## src/rtl/exc_pkg.sv

```systemverilog
// exc_pkg: shared states, cause codes and default vector constants for the exception controller.
package exc_pkg;
  typedef enum logic [2:0] {IDLE, FLUSH, REDIRECT, HANDLER, RETURN, HALT} state_t;
  typedef enum logic [2:0] {
    CAUSE_NONE,
    CAUSE_STACK_OVERFLOW,
    CAUSE_STACK_UNDERFLOW,
    CAUSE_INVALID_OPCODE,
    CAUSE_DIV_ZERO,
    CAUSE_IMEM_RANGE,
    CAUSE_DMEM_RANGE
  } cause_t;
  localparam logic [31:0] DEFAULT_VECTOR_BASE = 32'h0000_0100;
  localparam int unsigned DEFAULT_VECTOR_SHIFT = 4;
  localparam logic [31:0] DEFAULT_RETURN_OFFSET = 32'd1;
endpackage

```

## src/rtl/exception_controller.sv

```systemverilog
// exception_controller: flushes the pipeline, vectors to a handler and returns, halting on a nested fault.
module exception_controller
  import exc_pkg::*;
#(
  parameter logic [31:0] VECTOR_BASE = DEFAULT_VECTOR_BASE,
  parameter int unsigned VECTOR_SHIFT = DEFAULT_VECTOR_SHIFT,
  parameter logic [31:0] RETURN_OFFSET = DEFAULT_RETURN_OFFSET
) (
  input  logic        clk,
  input  logic        reset,
  input  logic        exc_in,
  input  logic        exc_id_in,
  input  logic        exc_ex_in,
  input  logic        exc_mem_in,
  input  logic [2:0]  cause_in,
  input  logic [31:0] epc_in,
  input  logic        rti_in,
  output logic        flush_ifid_out,
  output logic        flush_idex_out,
  output logic        flush_exmem_out,
  output logic        flush_memwb_out,
  output logic        stall_out,
  output logic        pc_load_out,
  output logic [31:0] pc_target_out,
  output logic        in_handler_out,
  output logic [2:0]  cause_saved_out,
  output logic [31:0] epc_saved_out,
  output logic        double_fault_out,
  output logic [7:0]  exc_count_out
);
  state_t state;
  logic [3:0] origin_flush;
  logic [3:0] flush;
  // An exception with no origin flag falls back to the widest (MEM) flush.
  always_comb begin
    origin_flush = exc_mem_in ? 4'b1111 : exc_ex_in ? 4'b0111 : exc_id_in ? 4'b0011 : 4'b1111;
    flush = state == HALT ? 4'b1111 :
            state == RETURN ? 4'b0011 :
            (state == IDLE && exc_in) ? origin_flush : 4'b0000;
    {flush_memwb_out, flush_exmem_out, flush_idex_out, flush_ifid_out} = flush;
  end
  assign stall_out = state == FLUSH || state == HALT;
  assign pc_load_out = state == REDIRECT || state == RETURN;
  assign pc_target_out = state == REDIRECT ? VECTOR_BASE + ({29'd0, cause_saved_out} << VECTOR_SHIFT) :
                         state == RETURN ? epc_saved_out + RETURN_OFFSET : 32'd0;
  assign in_handler_out = state == REDIRECT || state == HANDLER || state == RETURN;
  always_ff @(posedge clk) begin
    if (reset) begin
      state <= IDLE;
      cause_saved_out <= 3'd0;
      epc_saved_out <= 32'd0;
      exc_count_out <= 8'd0;
      double_fault_out <= 1'b0;
    end else begin
      case (state)
        IDLE: if (exc_in) begin
          state <= FLUSH;
          exc_count_out <= exc_count_out == 8'hFF ? 8'hFF : exc_count_out + 8'd1;
        end
        FLUSH: begin
          cause_saved_out <= cause_in;
          epc_saved_out <= epc_in;
          state <= REDIRECT;
        end
        REDIRECT, HANDLER, RETURN: if (exc_in) begin
          double_fault_out <= 1'b1;
          state <= HALT;
        end else begin
          state <= state == REDIRECT ? HANDLER : state == RETURN ? IDLE : rti_in ? RETURN : HANDLER;
        end
        default: state <= HALT;
      endcase
    end
  end
endmodule

```

## config.mk

```make
export PLATFORM = sky130hd
export DESIGN_NAME = exception_controller
export DESIGN_NICKNAME = d
export VERILOG_FILES = /design/src/rtl/exc_pkg.sv /design/src/rtl/exception_controller.sv
export SDC_FILE = /design/constraint.sdc
export NUM_CORES = 1
export LEC_CHECK = 0
export ABC_AREA = 1
export BUFFER_PORTS_ARGS = -buffer_cell sky130_fd_sc_hd__buf_2
export CORE_MARGIN = 8
export CORE_UTILIZATION = 45
export CTS_BUF_LIST = sky130_fd_sc_hd__clkbuf_8 sky130_fd_sc_hd__clkbuf_16
export CTS_CLUSTER_DIAMETER = 60
export DETAILED_ROUTE_END_ITERATION = 6
export PLACE_DENSITY = 0.76
export RECOVER_POWER = 50
export SYNTH_ARGS = -nofsm -noshare
export SYNTH_HDL_FRONTEND = slang
export SYNTH_SLANG_ARGS = --single-unit
```

## constraint.sdc

```tcl
create_clock -name clk -period 1.4 [get_ports clk]
set_input_delay 0.14 -clock clk [delete_from_list [all_inputs] [get_ports clk]]
set_output_delay 0.14 -clock clk [all_outputs]
set_load 0.01 [all_outputs]
```

==> run summary, run 1 <==
The global-route usage over all layers came out at 22.32%. The checks that failed: setup timing. The cell count after synthesis is 490.

The maximum fanout along the worst path came out at 6. The leftover overflow at the end of global routing came out at 0. The H-tree was split into 2 levels. Clock tree synthesis inserted a total of 5 buffers. The area growth from synthesis to layout is 71.04%. The DRC marker count from the first detailed-route iteration is 284. The TritonCTS clock tree is yes. The placed instance area came out at 4131 um^2. The met3 routing resource usage after global routing is 5.761%.

After synthesis, flip-flops and latches occupy 31.56% of the total area. The number of buffers inserted by port buffering came out at 124. The tool flagged a number of max-cap violations equal to 0. The worst hold path begins at epc_in[31]. Sorting the synthesized cells by area gives the leading types as dfxtp_1, nand2_1, nor2_1. The sort of element at the start of the critical path is a flip-flop. The most used flip-flop cell after synthesis is dfxtp_1. Routability-driven placement finished with a final weighted congestion of 0.9134. The power per standard cell area is 1125 nW/um^2. For this design the top-level I/O count stands at 125. The reported leakage power came out at 2.263 nW. The timing startpoint of the critical path is epc_saved_out[1]. The global routing usage on met1 came out at 25.61%. The worst setup margin is -483.0 ps. The remaining design rule violation count is 0. The unique cell type count in the Yosys netlist is 29. The worst register-to-register path begins at state[0]. CTS placed an instance of clkbuf_8 at the clock tree root. The starting utilization of the core area is 46.69%. The pre-CTS setup slack is -161.3 ps. The worst min-delay path class is in2reg. The worst-margin pin slew came out at 512.2 ps. The number of fill cells in the layout is 448.

The number of pins exceeding their max-slew limit in the final report came out at 0. The mean area per synthesized cell is 6.085 um^2. Entering global routing, the biggest net connects 36 pins. The relative slew slack came out at 65.85%.

The busiest layer in global routing is met2. The number of vias in the routed layout came out at 4,318. The endpoint required time on the critical path is 1260 ps. The area share of the largest cell type after synthesis is 31.56%.

The largest area contributor in the netlist is dfxtp_1. The worst path uses 134.5% of the clock period. The routed length per placed instance came out at 17.93 um. The die outline area is 9487 um^2. The number of antenna violations at the first check in global routing is 0.

The horizontal die dimension came out at 97.40 um. The number of flops mapped to enable cells by yosys came out at 0. The proportion of layout cells with a drive suffix above 1 came out at 52.15%. The clock net in this run drives a total of 47 sinks. The clock latency of the later-clocked register in the worst-skew pair came out at 330 ps.

The cell row count came out at 29. Setup repair after global routing could not meet its margin everywhere. The total standard cell area after synthesis is 2982 um^2. The HPWL reported at the end of detailed placement came out at 8.242 mm.

By count the netlist is led by nand2_1, nor2_1, a21oi_1. Across the VDD grid, the largest voltage drop is 0.9137 mV. The number of vias per cell is 5.572. The capturing element type of the critical path is an output pin. The data arrival time of the worst path came out at 1740 ps. The buffer levels on the longest clock path came out at 2. The pre-antenna-repair detailed-routing pass consisted of 5 iterations. The number of warnings reported in the yosys synthesis log came out at 0. The y dimension of the die came out at 97.40 um. In the post-synthesis netlist, the cell with the most instances is nand2_1.

The area of all placed cells without fillers is 5100 um^2. The sum of routed wire length over all layers came out at 13.90 mm. The flow ran to the end, but the final reports show violations.

The clock-pin slew on the worst setup and hold paths is 110 ps. Summing all multi-input logic gate instances after layout gives 2178 um^2. The final hold violation count is 0.

The sequential cell area came out at 991.0 um^2. The via count of the first global-routing pass came out at 3,892. The minimum clock period is 1883 ps. The wire length of the first global-routing pass came out at 18.04 mm. On the final layout, the worst clock skew is 21.45 ps. The number of antenna diodes in the final layout is 0. The number of register bits inferred by synthesis is 47. The final net count came out at 741. The final-layout setup total negative slack is -16,200 ps. The share of flip-flops with an asynchronous set or reset after synthesis came out at 0%. Based on the critical path, the design can be clocked at up to 0.5311 GHz. The path type of the worst setup path is reg2out. The core region is 6386 um^2. The number of nets in the synthesized netlist is 534.

Once detail routing completed, the nets flagged for antenna violations numbered 0. The final number of setup-violating endpoints came out at 75. The met2 layer usage reported by global route is 39.11%.
power by group:
part,internal (W),switching [W]
clock,0.000589,0.000547
combinational,0.00126,0.00147
sequential,0.00161,0.000253
worst paths after layout:
path	cells after the start	end	slack (ps)
worst max-delay path	10	pc_target_out[17]	-480
worst min-delay path	3	epc_saved_out[31]	80
worst max register to register	10	exc_count_out[0]	-230
worst min register to register	2	double_fault_out	470
registers in the layout (all words and copies together) (netlist names):
| register | count |
|---|---|
| exc_count_out | 8 |
| double_fault_out | 1 |
| epc_saved_out | 32 |
| cause_saved_out | 3 |
| state | 3 |
critical path, stage by stage (launching register included):
cell and delay [ps]:
dfxtp_4 390, buf_6 120, nand2_4 60, nor2_4 140, nand2_4 80, nor2_4 200, nand2_2 110, nand2_1 70
inv_1 30, nor2_1 70, buf_2 130
cell families (layout without fill, tap and decap cells):
kind of cell             Yosys count  count (layout)  share of synthesized area [%]
AND/OR/NAND/NOR                  262             262                          37.22
XOR/XNOR                           6               6                          1.762
adder cells (fa/ha/maj)            2               2                         0.8391
buffers and inverters             69             277                          10.70
AO/OA/AOI/OAI                    104             104                          17.92
flip-flops                        47              47                          31.56
repair_timing:
| item | CTS | global route |
|---|---|---|
| hold endpoints to repair | 0 | 0 |
| pin swaps | 34 | 23 |
| cloned | 0 | 6 |
| setup buffers | 11 | 15 |
| endpoints found under the setup margin | 38 | 60 |
| resized for setup | 92 | 118 |
| hold buffers | 0 | 0 |
metrics by stage:
step / hold WS (ps) / util, % / cells / total power [W]
after global routing: 87.70 / 79.86 / 775 / 0.005965
after CTS: 95.03 / 71.41 / 758 / 0.004960
final: 78.55 / 79.86 / 775 / 0.005738
after global placement: 403.9 / 64.69 / 742 / 0.003627
after detailed placement: 412.6 / 64.69 / 742 / 0.003660
after floorplan: 202.4 / - / 490 / 0.002771
placed cells by master (no fill, tap or decap), types with 2 or more instances in the layout:
master and count:
nor2_4 15, o21ai_0 7, dfxtp_2 22, a31oi_1 2, dfxtp_1 19, nor3_2 3, buf_6 19, nand3_4 3
inv_4 4, clkbuf_16 5, dfxtp_4 6, a21oi_2 10, nand2_1 107, nand3_1 29, nor3_4 2, buf_12 3
nor2_1 46, clkbuf_1 13, buf_2 109, nand2_2 23, clkbuf_8 6, a21oi_1 43, xor2_1 4, o21ai_2 28
o21ai_1 13, clkinvlp_4 2, inv_1 46, nand2_4 6, nor2_2 23, buf_4 67
per-layer routing:
layer	up-vias	wire length (um)
met5	-	0
met4	0	658
met3	63	1250
met2	272	6893
met1	1992	5096
li1	1991	-
cell type report:
class                           instances  area share [%]
Multi-Input combinational cell        374           42.71
Timing Repair Buffer                  216           29.34
Sequential cell                        47           19.43
Inverter                               53           4.244
Tap cell                               77           1.889
Clock buffer                            6           1.619
Clock inverter                          2          0.7605
No activity file was read; power rests on OpenSTA's default activity.
==> run 2, diff against run 1 <==
--- a/config.mk
+++ b/config.mk
@@ -5,14 +5,13 @@
 export SDC_FILE = /design/constraint.sdc
 export NUM_CORES = 1
 export LEC_CHECK = 0
-export ABC_AREA = 1
 export BUFFER_PORTS_ARGS = -buffer_cell sky130_fd_sc_hd__buf_2
 export CORE_MARGIN = 8
 export CORE_UTILIZATION = 45
 export CTS_BUF_LIST = sky130_fd_sc_hd__clkbuf_8 sky130_fd_sc_hd__clkbuf_16
-export CTS_CLUSTER_DIAMETER = 60
+export CTS_CLUSTER_DIAMETER = 200
 export DETAILED_ROUTE_END_ITERATION = 6
-export PLACE_DENSITY = 0.76
+export PLACE_DENSITY = 0.77
 export RECOVER_POWER = 50
 export SYNTH_ARGS = -nofsm -noshare
 export SYNTH_HDL_FRONTEND = slang
==> run summary, run 2 <==
The DRC marker count from the first detailed-route iteration came to 312 (+9.9%). The biggest area contributor in the post-synthesis netlist is dfxtp_1. The logic gate share of total power was 40.8% (-6.9 points).

The sum of routed wire length over all layers came out at 15.49 mm (+11%). The buffer levels on the longest clock path came out at 2 (unchanged). The global-route usage over all layers is 26.04% (+3.7 points).

The first-pass iteration count of the detailed router is 7 (+2). Leaving out fill and tap cells, the most frequent cell in the layout is buf_2. The most common cell in the synthesized netlist is nand2_1. The reported leakage power is 2.301 nW (+1.7%). The path type of the worst setup path is reg2out. The net switching power came out at 0.001507 W (-34%). The number of antenna violations at the first check in global routing is 0 (unchanged). The I/O pin count was 125 (unchanged). The wire length of the first global-routing pass came out at 18.64 mm (+3.3%). The cell count after synthesis is 384 (-22%). The clock-pin slew on the worst setup and hold paths came out at 100 ps (about the same).

The run finished, with violations left. The final clock period utilization by the worst path is 164.0% (+29 points). The count of hold buffers inserted by post-cts repair came out at 0 (unchanged). The pre-CTS setup slack was -588.1 ps (-426.8 ps). The logic depth of the worst register-to-register path came out at 6 (-4). The net switching fraction of the power is 35.77% (-3.8 points). The number of warnings reported in the yosys synthesis log came out at 0 (unchanged). The number of pins exceeding their max-slew limit in the final report is 0 (unchanged). The number of antenna repair diodes is 0 (unchanged). The internal power component came out at 0.002706 W (-22%). The y dimension of the die is 93.61 um (-3.9%). In this run the worst hold path is classified as in2reg. The final-layout setup total negative slack is -29,090 ps (-12,880 ps).

The most used flip-flop cell after synthesis is dfxtp_1. The terminus of the critical flop-to-flop path is exc_count_out[1]. The worst clock skew came out at 7.674 ps (-13.78 ps). The horizontal die dimension is 93.61 um (-3.9%). The number of register bits inferred by synthesis came out at 47 (unchanged).

The start of the worst register-to-register path is state[1]. In this run the most critical hold path is launched from reset. The area growth from synthesis to layout is 97.09%. The sequential share of the synthesized area came out at 34.72% (+3.2 points).

The share of flip-flops with an asynchronous set or reset after synthesis came out at 0% (unchanged). The final hold violation count is 0 (unchanged). The number of flops mapped to enable cells by yosys came out at 0 (unchanged). The starting utilization of the core area is 46.05% (-0.64 points). The routed length per placed instance is 22.78 um (+27%). In the synthesized netlist, the cells that appear most often are nand2_1, a21oi_1, dfxtp_1. The minimum clock period was 2295 ps (+412.5 ps). TritonCTS built the clock tree. The upper clock frequency limit came out at 0.4356 GHz (-18%). The number of vias per cell came to 6.293 (+13%). The data arrival time of the worst path came out at 2160 ps (+420 ps). The power per standard cell area was 788.6 nW/um^2 (-30%). The mean area per synthesized cell was 7.058 um^2 (+16%). STA classifies the critical path endpoint as an output pin. The via count of the first global-routing pass was 3,870 (-0.57%).

The leftover overflow at the end of global routing is 0 (unchanged). The post-synth net total came out at 428 (-20%). The root buffer cell chosen for the clock tree is clkbuf_8. The maximum number of pins on one net before global-route repair came out at 24 (-33%). The max-cap check violation count is 0 (unchanged). The number of placed instances, taps included is 649 (-13%).

The HPWL reported at the end of detailed placement came to 7.881 mm (-4.4%). The relative slew slack is 74.73% (+8.9 points). Setup repair after global routing could not meet its margin everywhere. The remaining design rule violation count came out at 0 (unchanged).

The number of fill cells in the layout came out at 251 (-44%). The number of clock sinks came out at 47 (unchanged). The unique cell type count in the Yosys netlist is 43 (+48%). The H-tree depth is 2 (unchanged).

The power share of the sequential group came out at 37.1% (+4.6 points). The worst-margin pin slew is 379.1 ps (-133.2 ps). The worst setup slack for register-to-register paths came out at -450 ps (-220 ps). The worst hold path endpoint is state[1].

In the layout the commonest cells are buf_2, nand2_1, buf_4. The final standard cell count with taps included and fillers excluded is 680 (-12%). The final reports fail on setup timing. The largest vdd supply drop came out at 0.7221 mV (-21%). The endpoint required time on the critical path came to 1260 ps (about the same).

The cell row count was 28 (-3.4%). The clock share of power is 22.1% (+2.3 points). The number of buffers inserted by port buffering was 124 (unchanged). The die outline area is 8762 um^2 (-7.6%). In the final layout, the registers with the most flip-flops are epc_saved_out: 32 flops, exc_count_out: 8 flops. The total standard cell area after synthesis came out at 2710 um^2 (-9.1%).

The instance count along the most critical hold path is 2 (-1). The final net count is 648 (-13%). The maximum fanout along the worst path is 6 (unchanged). The register ranked first by flip-flop count is epc_saved_out. STA classifies the critical path startpoint as a flip-flop. The number of routed nets with antenna violations is 0 (unchanged). After synthesis, the cell types taking the most area are dfxtp_1, nand2_1, a21oi_1. The hold slack came out at 21.93 ps (-56.63 ps). The last weighted congestion value of the routability-driven placer was 0.8736 (-4.4%). The flip-flop count of the largest register after layout is 32 (unchanged). The area share of the largest cell type after synthesis is 34.72% (+3.2 points).

The CTS buffer count is 5 (unchanged). The clock latency of the later-clocked register in the worst-skew pair is 300 ps (-30 ps). The worst setup margin came to -895.5 ps (-412.5 ps).

The final total power is 0.004212 W (-27%). The final number of setup-violating endpoints is 82 (+9.3%). The proportion of layout cells with a drive suffix above 1 was 63.47% (+11 points). The area of the core region came out at 5886 um^2 (-7.8%). The number of vias in the routed layout is 4,279 (-0.90%).
run 2: cell count changes in the layout (fill, tap and decap cells not counted), sizes merged, moves of 14 or more:
cell / change
nand4: +14
buf: +34
nand3: -21
o21ai: -39
nand2: -45
nor2: -59
inv: -46
run 2: repair_timing:
| item | 4_1_cts | 5_1_grt |
|---|---|---|
| gates cloned | 1 | 3 |
| buffers inserted | 13 | 8 |
| setup endpoints to repair | 56 | 83 |
| resized for setup | 66 | 91 |
| pin swaps | 22 | 19 |
run 2: power groups by stage:
stage / combinational (W) / sequential, W / clock (W)
global route: 0.00180 / 0.00157 / 0.000965
CTS: 0.00134 / 0.00153 / 0.000910
detailed placement: 0.00116 / 0.00156 / 0
floorplan: 0.000509 / 0.00165 / 0
global placement: 0.00114 / 0.00155 / 0
finish: 0.00172 / 0.00156 / 0.000932
run 2: cells by family (layout without fill, tap and decap cells):
logic type / count (synthesis) / count (layout) / share of synthesized area (%)
buf+inv: 33 / 254 / 4.894
mux: 3 / 3 / 1.108
fa+ha+maj: 2 / 2 / 0.9232
xor+xnor: 15 / 15 / 4.848
compound gates: 89 / 89 / 18.42
simple gates: 195 / 195 / 35.09
flops: 47 / 47 / 34.72
run 2: worst max-delay path by stage:
| stage | endpoint | start | slack, ps | cells past startpoint |
|---|---|---|---|---|
| floorplan | pc_target_out[28] | epc_saved_out[1] | -510 | 6 |
| global placement | pc_target_out[28] | epc_saved_out[1] | -570 | 6 |
| detailed placement | pc_target_out[20] | epc_saved_out[1] | -590 | 6 |
| CTS | pc_target_out[20] | epc_saved_out[1] | -820 | 6 |
| global route | pc_target_out[25] | epc_saved_out[9] | -980 | 8 |
| finish | pc_target_out[26] | epc_saved_out[9] | -900 | 6 |
run 2: metal layers:
metal	vias to the layer above	wire (um)	part of all wire (%)	global-route usage, %
met1	2010	5390	35	27.81
met2	380	7423	48	46.36
met4	0	984	6.4	12.81
met3	105	1691	11	6.891
met5	-	0	0	0
li1	1784	-	-	-
run 2: layout make-up:
class | instances | area, um^2 | share of cell area (%)
clock buffers | 7 | 96.34 | 1.804
multi-input cells | 304 | 2305 | 43.15
well taps | 75 | 93.84 | 1.757
inverters | 5 | 18.77 | 0.3514
clock inverters | 1 | 3.754 | 0.07027
repair buffers | 241 | 1832 | 34.29
flip-flops and latches | 47 | 992.2 | 18.58
run 2: through the flow:
stage | area, um^2 | utilization [%]
2_1_floorplan | 3097 | -
3_3_place_gp | 4340 | 73.75
3_5_place_dp | 4340 | 73.75
4_1_cts | 4847 | 82.36
5_1_grt | 5341 | 90.75
6_report | 5341 | 90.75
run 2: critical path, stage by stage, from the launching register on:
cell and delay, ps:
dfxtp_1 400, buf_6 160, and2_1 160, nand3_1 200
or4_1 580, a21oi_2 190, buf_2 160
==> run 3, diff against run 2 <==
--- a/config.mk
+++ b/config.mk
@@ -13,6 +13,7 @@
 export DETAILED_ROUTE_END_ITERATION = 6
 export PLACE_DENSITY = 0.77
 export RECOVER_POWER = 50
+export SETUP_SLACK_MARGIN = 0.4
 export SYNTH_ARGS = -nofsm -noshare
 export SYNTH_HDL_FRONTEND = slang
 export SYNTH_SLANG_ARGS = --single-unit
==> run summary, run 3 <==
The run stopped with a tool error. The step where the flow halted is global routing. The first error in the log reads "[ERROR DPL-0038] Utilization greater than 100%, impossible to legalize". The area share of the largest cell type after synthesis is 34.72% (unchanged). The HPWL reported at the end of detailed placement came out at 8.008 mm (+1.6%). The cell sitting at the root of the clock tree is a clkbuf_8. By area the synthesized netlist is led by dfxtp_1, nand2_1, a21oi_1. The H-tree depth was 2 (unchanged). The most common cell in the synthesized netlist is nand2_1. The last weighted congestion value of the routability-driven placer came out at 0.8536 (-2.3%). The unique cell type count in the Yosys netlist is 43 (unchanged). The number of clock sinks is 47 (unchanged). Among all flip-flop cells after synthesis, the most frequent one is dfxtp_1. Entering global routing, the biggest net connects 36 pins. The y dimension of the die is 93.61 um (unchanged). The number of register bits inferred by synthesis came out at 47 (unchanged). After synthesis, the most frequently instantiated cells are nand2_1, a21oi_1, dfxtp_1. The post-synth net total is 428 (unchanged). The largest area contributor in the netlist is dfxtp_1.

The horizontal die dimension came out at 93.61 um (unchanged). The number of buffers inserted by port buffering is 124 (unchanged). The starting utilization of the core area came to 46.05% (unchanged). The buffer levels on the longest clock path came out at 2 (unchanged).

After the last repair the worst path ends at an output port. The mean area per synthesized cell is 7.058 um^2 (unchanged). The number of placed instances, taps included is 646 (-0.46%). The number of warnings reported in the yosys synthesis log is 0 (unchanged). The number of flops mapped to enable cells by yosys came out at 0 (unchanged). The total standard cell area after synthesis is 2710 um^2 (unchanged). When the last timing repair stopped, the worst path ended at pc_target_out[30]. The CTS buffer count came out at 5 (unchanged). The cell count after synthesis was 384 (unchanged). The cell row count was 28 (unchanged).

The I/O pin count is 125 (unchanged). The sequential share of the synthesized area came out at 34.72% (unchanged). The share of flip-flops with an asynchronous set or reset after synthesis was 0% (unchanged).
-- run 3: cell counts after synthesis --
No cell type changed its count.
-- run 3: what timing repair did --
| action | in CTS |
|---|---|
| hold buffers | 0 |
| setup endpoints to repair | 119 |
| gates resized for setup | 208 |
| cloned | 3 |
| setup buffers | 23 |
| pin swaps | 51 |
-- run 3: cells by family after synthesis --
family	after synthesis	share of synthesized area [%]
compound gates	89	18.42
xor+xnor	15	4.848
fa+ha+maj	2	0.9232
buf+inv	33	4.894
flops	47	34.72
mux	3	1.108
simple gates	195	35.09
-- run 3: metrics by stage --
| stage | instance area [um^2] | setup slack (ps) |
|---|---|---|
| after floorplan | 3293 | -510.5 |
| after global placement | 4418 | -599.0 |
| after detailed placement | 4418 | -625.0 |
| after CTS | 5617 | -850.7 |
==> run 4, diff against run 3 <==
==> config.mk (replaced) <==
export PLATFORM = sky130hd
export DESIGN_NAME = exception_controller
export DESIGN_NICKNAME = d
export VERILOG_FILES = /design/src/rtl/exc_pkg.sv /design/src/rtl/exception_controller.sv
export SDC_FILE = /design/constraint.sdc
export NUM_CORES = 1
export LEC_CHECK = 0
export BUFFER_PORTS_ARGS = -buffer_cell sky130_fd_sc_hd__buf_2
export CORE_MARGIN = 8
export CORE_UTILIZATION = 30
export DETAILED_ROUTE_END_ITERATION = 6
export PLACE_DENSITY_LB_ADDON = 0.15
export RECOVER_POWER = 50
export SYNTH_ARGS = -nofsm -noshare
export SYNTH_HDL_FRONTEND = slang
export SYNTH_SLANG_ARGS = --single-unit
==> run summary, run 4 (same netlist as run 2, synthesis figures left out) <==
The critical path is of the reg2out type. Cells with a size suffix above 1 make up 64.38% of the layout. The die covers 12,330 um^2. The clock latency of the later-clocked register in the worst-skew pair is 300 ps.

The maximum number of pins on one net before global-route repair is 24. After clock tree synthesis, the clock-pin slew on the worst setup and hold paths is 90 ps. The data arrival time of the worst path is 2130 ps. Static timing analysis puts the maximum clock frequency at 0.4400 GHz. The net switching fraction of the power is 33.49%. Counting flops per register, the top entry is epc_saved_out. The start of the worst register-to-register path is state[2]. Registers are responsible for 35.9% of the overall power. The last weighted congestion value of the routability-driven placer is 0.8153 (-4.5%). The worst min-delay path class is in2reg.

The final net count is 655. The HPWL reported at the end of detailed placement came out at 8.378 mm (+4.6%). The number of buffers inserted by port buffering is 124 (unchanged).

The flip-flop count of the largest register after layout came out at 32. Leaving out fill and tap cells, the most frequent cell in the layout is buf_2. The terminus of the critical flop-to-flop path is exc_count_out[4]. The worst setup path is captured at an output pin.

The number of fill cells in the layout is 768. The final layout contains routed wiring with a total length of 12.07 mm. The largest registers in the layout are epc_saved_out: 32 flops, exc_count_out: 8 flops. After detailed routing, the number of remaining DRC violations is 0. The cell row count was 34 (+21%). The flow ran to the end, but the final reports show violations. For this run, the share of the core covered by cells in the final layout is 63.24%. The count of hold buffers inserted by post-cts repair is 0 (unchanged). Relative to the synthesized area, the layout overhead comes to 104.5%. The horizontal die dimension is 111.0 um (+19%). The first-pass iteration count of the detailed router came out at 4.

The power per standard cell area came out at 774.1 nW/um^2. The wire length of the first global-routing pass came out at 18.13 mm. The final standard cell count with taps included and fillers excluded is 720. The clock share of power is 24.9%.

The maximum fanout along the worst path is 7. The leftover overflow at the end of global routing came out at 0. Counting instances, the worst hold path has a depth of 3. The checks that failed: setup timing.

The number of antenna repair diodes is 0. After detailed routing, the average wire length per cell comes to 16.76 um. The final clock period utilization by the worst path is 162.3%. The relative slew slack came out at 77.13%. The number of antenna violations at the first check in global routing came out at 0. The worst setup margin came out at -872.9 ps. The number of pins exceeding their max-slew limit in the final report is 0. In this run the static leakage power is 2.359 nW. The internal power of the cells totals 0.002853 W.

The logic depth of the worst register-to-register path is 7. The worst setup slack for register-to-register paths came out at -440 ps. The number of clock sinks came out at 47 (unchanged).

The max-cap check violation count came out at 0. The number of placed instances, taps included is 684 (+5.9%). The I/O pin count is 125 (unchanged).

The via count of the first global-routing pass is 3,592. The worst hold path startpoint is epc_in[1]. The DRC marker count from the first detailed-route iteration came out at 97. The final number of setup-violating endpoints is 61. The largest vdd supply drop is 0.4993 mV. The share of total power dissipated in combinational logic is 39.2%. The final hold violation count came out at 0. The path with the worst hold slack has its endpoint at epc_saved_out[1].

The worst-margin pin slew came out at 343.0 ps. The number of vias in the routed layout came out at 3,638. The buffer levels on the longest clock path is 2 (unchanged). The y dimension of the die is 111.0 um (+19%). The starting utilization of the core area came out at 30.93% (-15 points). The area of the core region is 8763 um^2. The worst setup path is launched from a flip-flop. The global-route usage over all layers is 17.35%. TritonCTS built the clock tree.

Dividing the detail-routed via count by the number of cells gives 5.053. Setup repair after global routing could not meet its margin everywhere. The smallest clock period supported by the final layout is computed as 2273 ps. The H-tree depth came out at 2 (unchanged).

Clock tree synthesis selected as its root buffer the cell clkbuf_8. The CTS buffer count is 5 (unchanged). The detail route stage leaves a number of antenna-violating nets equal to 0.

The net switching power is 0.001437 W. The worst clock skew came out at 5.574 ps. The endpoint required time on the critical path is 1260 ps. In the layout the commonest cells are buf_2, buf_4, nand2_1.
## run 4: worst max-delay path by stage
| stage | endpoint | slack (ps) | start | cells past startpoint |
|---|---|---|---|---|
| 2_1_floorplan | pc_target_out[28] | -510 | epc_saved_out[1] | 6 |
| 3_3_place_gp | pc_target_out[28] | -600 | epc_saved_out[1] | 6 |
| 3_5_place_dp | pc_target_out[20] | -630 | epc_saved_out[1] | 6 |
| 4_1_cts | pc_target_out[20] | -860 | epc_saved_out[1] | 6 |
| 5_1_grt | pc_target_out[28] | -940 | epc_saved_out[1] | 6 |
| 6_report | pc_target_out[20] | -870 | epc_saved_out[14] | 5 |
## run 4: through the flow
stage	TNS [ps]	total power [W]	hold WS, ps	cell area [um^2]	setup WS, ps
2_1_floorplan	-5289	0.002161	229.7	3097	-510.5
3_3_place_gp	-12760	0.002724	370.5	4397	-604.2
3_5_place_dp	-13400	0.002742	381.3	4397	-627.2
4_1_cts	-22330	0.004003	55.51	4955	-856.2
5_1_grt	-29880	0.004499	52.34	5542	-942.9
6_report	-24130	0.004290	60.53	5542	-872.9
## run 4: critical path, cell delays in order, from the launching register on
cell	delay (ps)
dfxtp_1	370
nand4_1	140
or4_4	620
or4_4	450
a21oi_4	140
buf_6	110
## run 4: area by class of cell
cell class	count	area, um^2	area share [%]
multi-input cells	304	2399	43.28
repair buffers	248	1894	34.18
flip-flops and latches	47	977.2	17.63
well taps	108	135.1	2.438
clock buffers	6	82.58	1.490
clock inverters	2	35.03	0.6322
inverters	5	18.77	0.3387
## run 4: per-layer routing
metal	share of wire [%]	up-vias	track usage (%)	wire [um]
met2	49	97	29.93	5917
met3	5.6	4	4.491	675
met1	45	1737	21.42	5426
met4	0.39	0	2.667	47
li1	-	1800	-	-
met5	0	-	0	0
## run 4: power groups by stage
| stage | clock, W | sequential, W | combinational, W |
|---|---|---|---|
| 2_1_floorplan | 0 | 0.00165 | 0.000509 |
| 3_3_place_gp | 0 | 0.00156 | 0.00117 |
| 3_5_place_dp | 0 | 0.00156 | 0.00118 |
| 4_1_cts | 0.00109 | 0.00153 | 0.00138 |
| 5_1_grt | 0.00115 | 0.00155 | 0.00180 |
| 6_report | 0.00107 | 0.00154 | 0.00168 |
## run 4: repair_timing
| action | CTS | global route |
|---|---|---|
| gates cloned | 3 | 3 |
| pin swaps | 28 | 33 |
| buffers inserted | 12 | 12 |
| gates resized for setup | 74 | 113 |
| endpoints found under the setup margin | 81 | 82 |
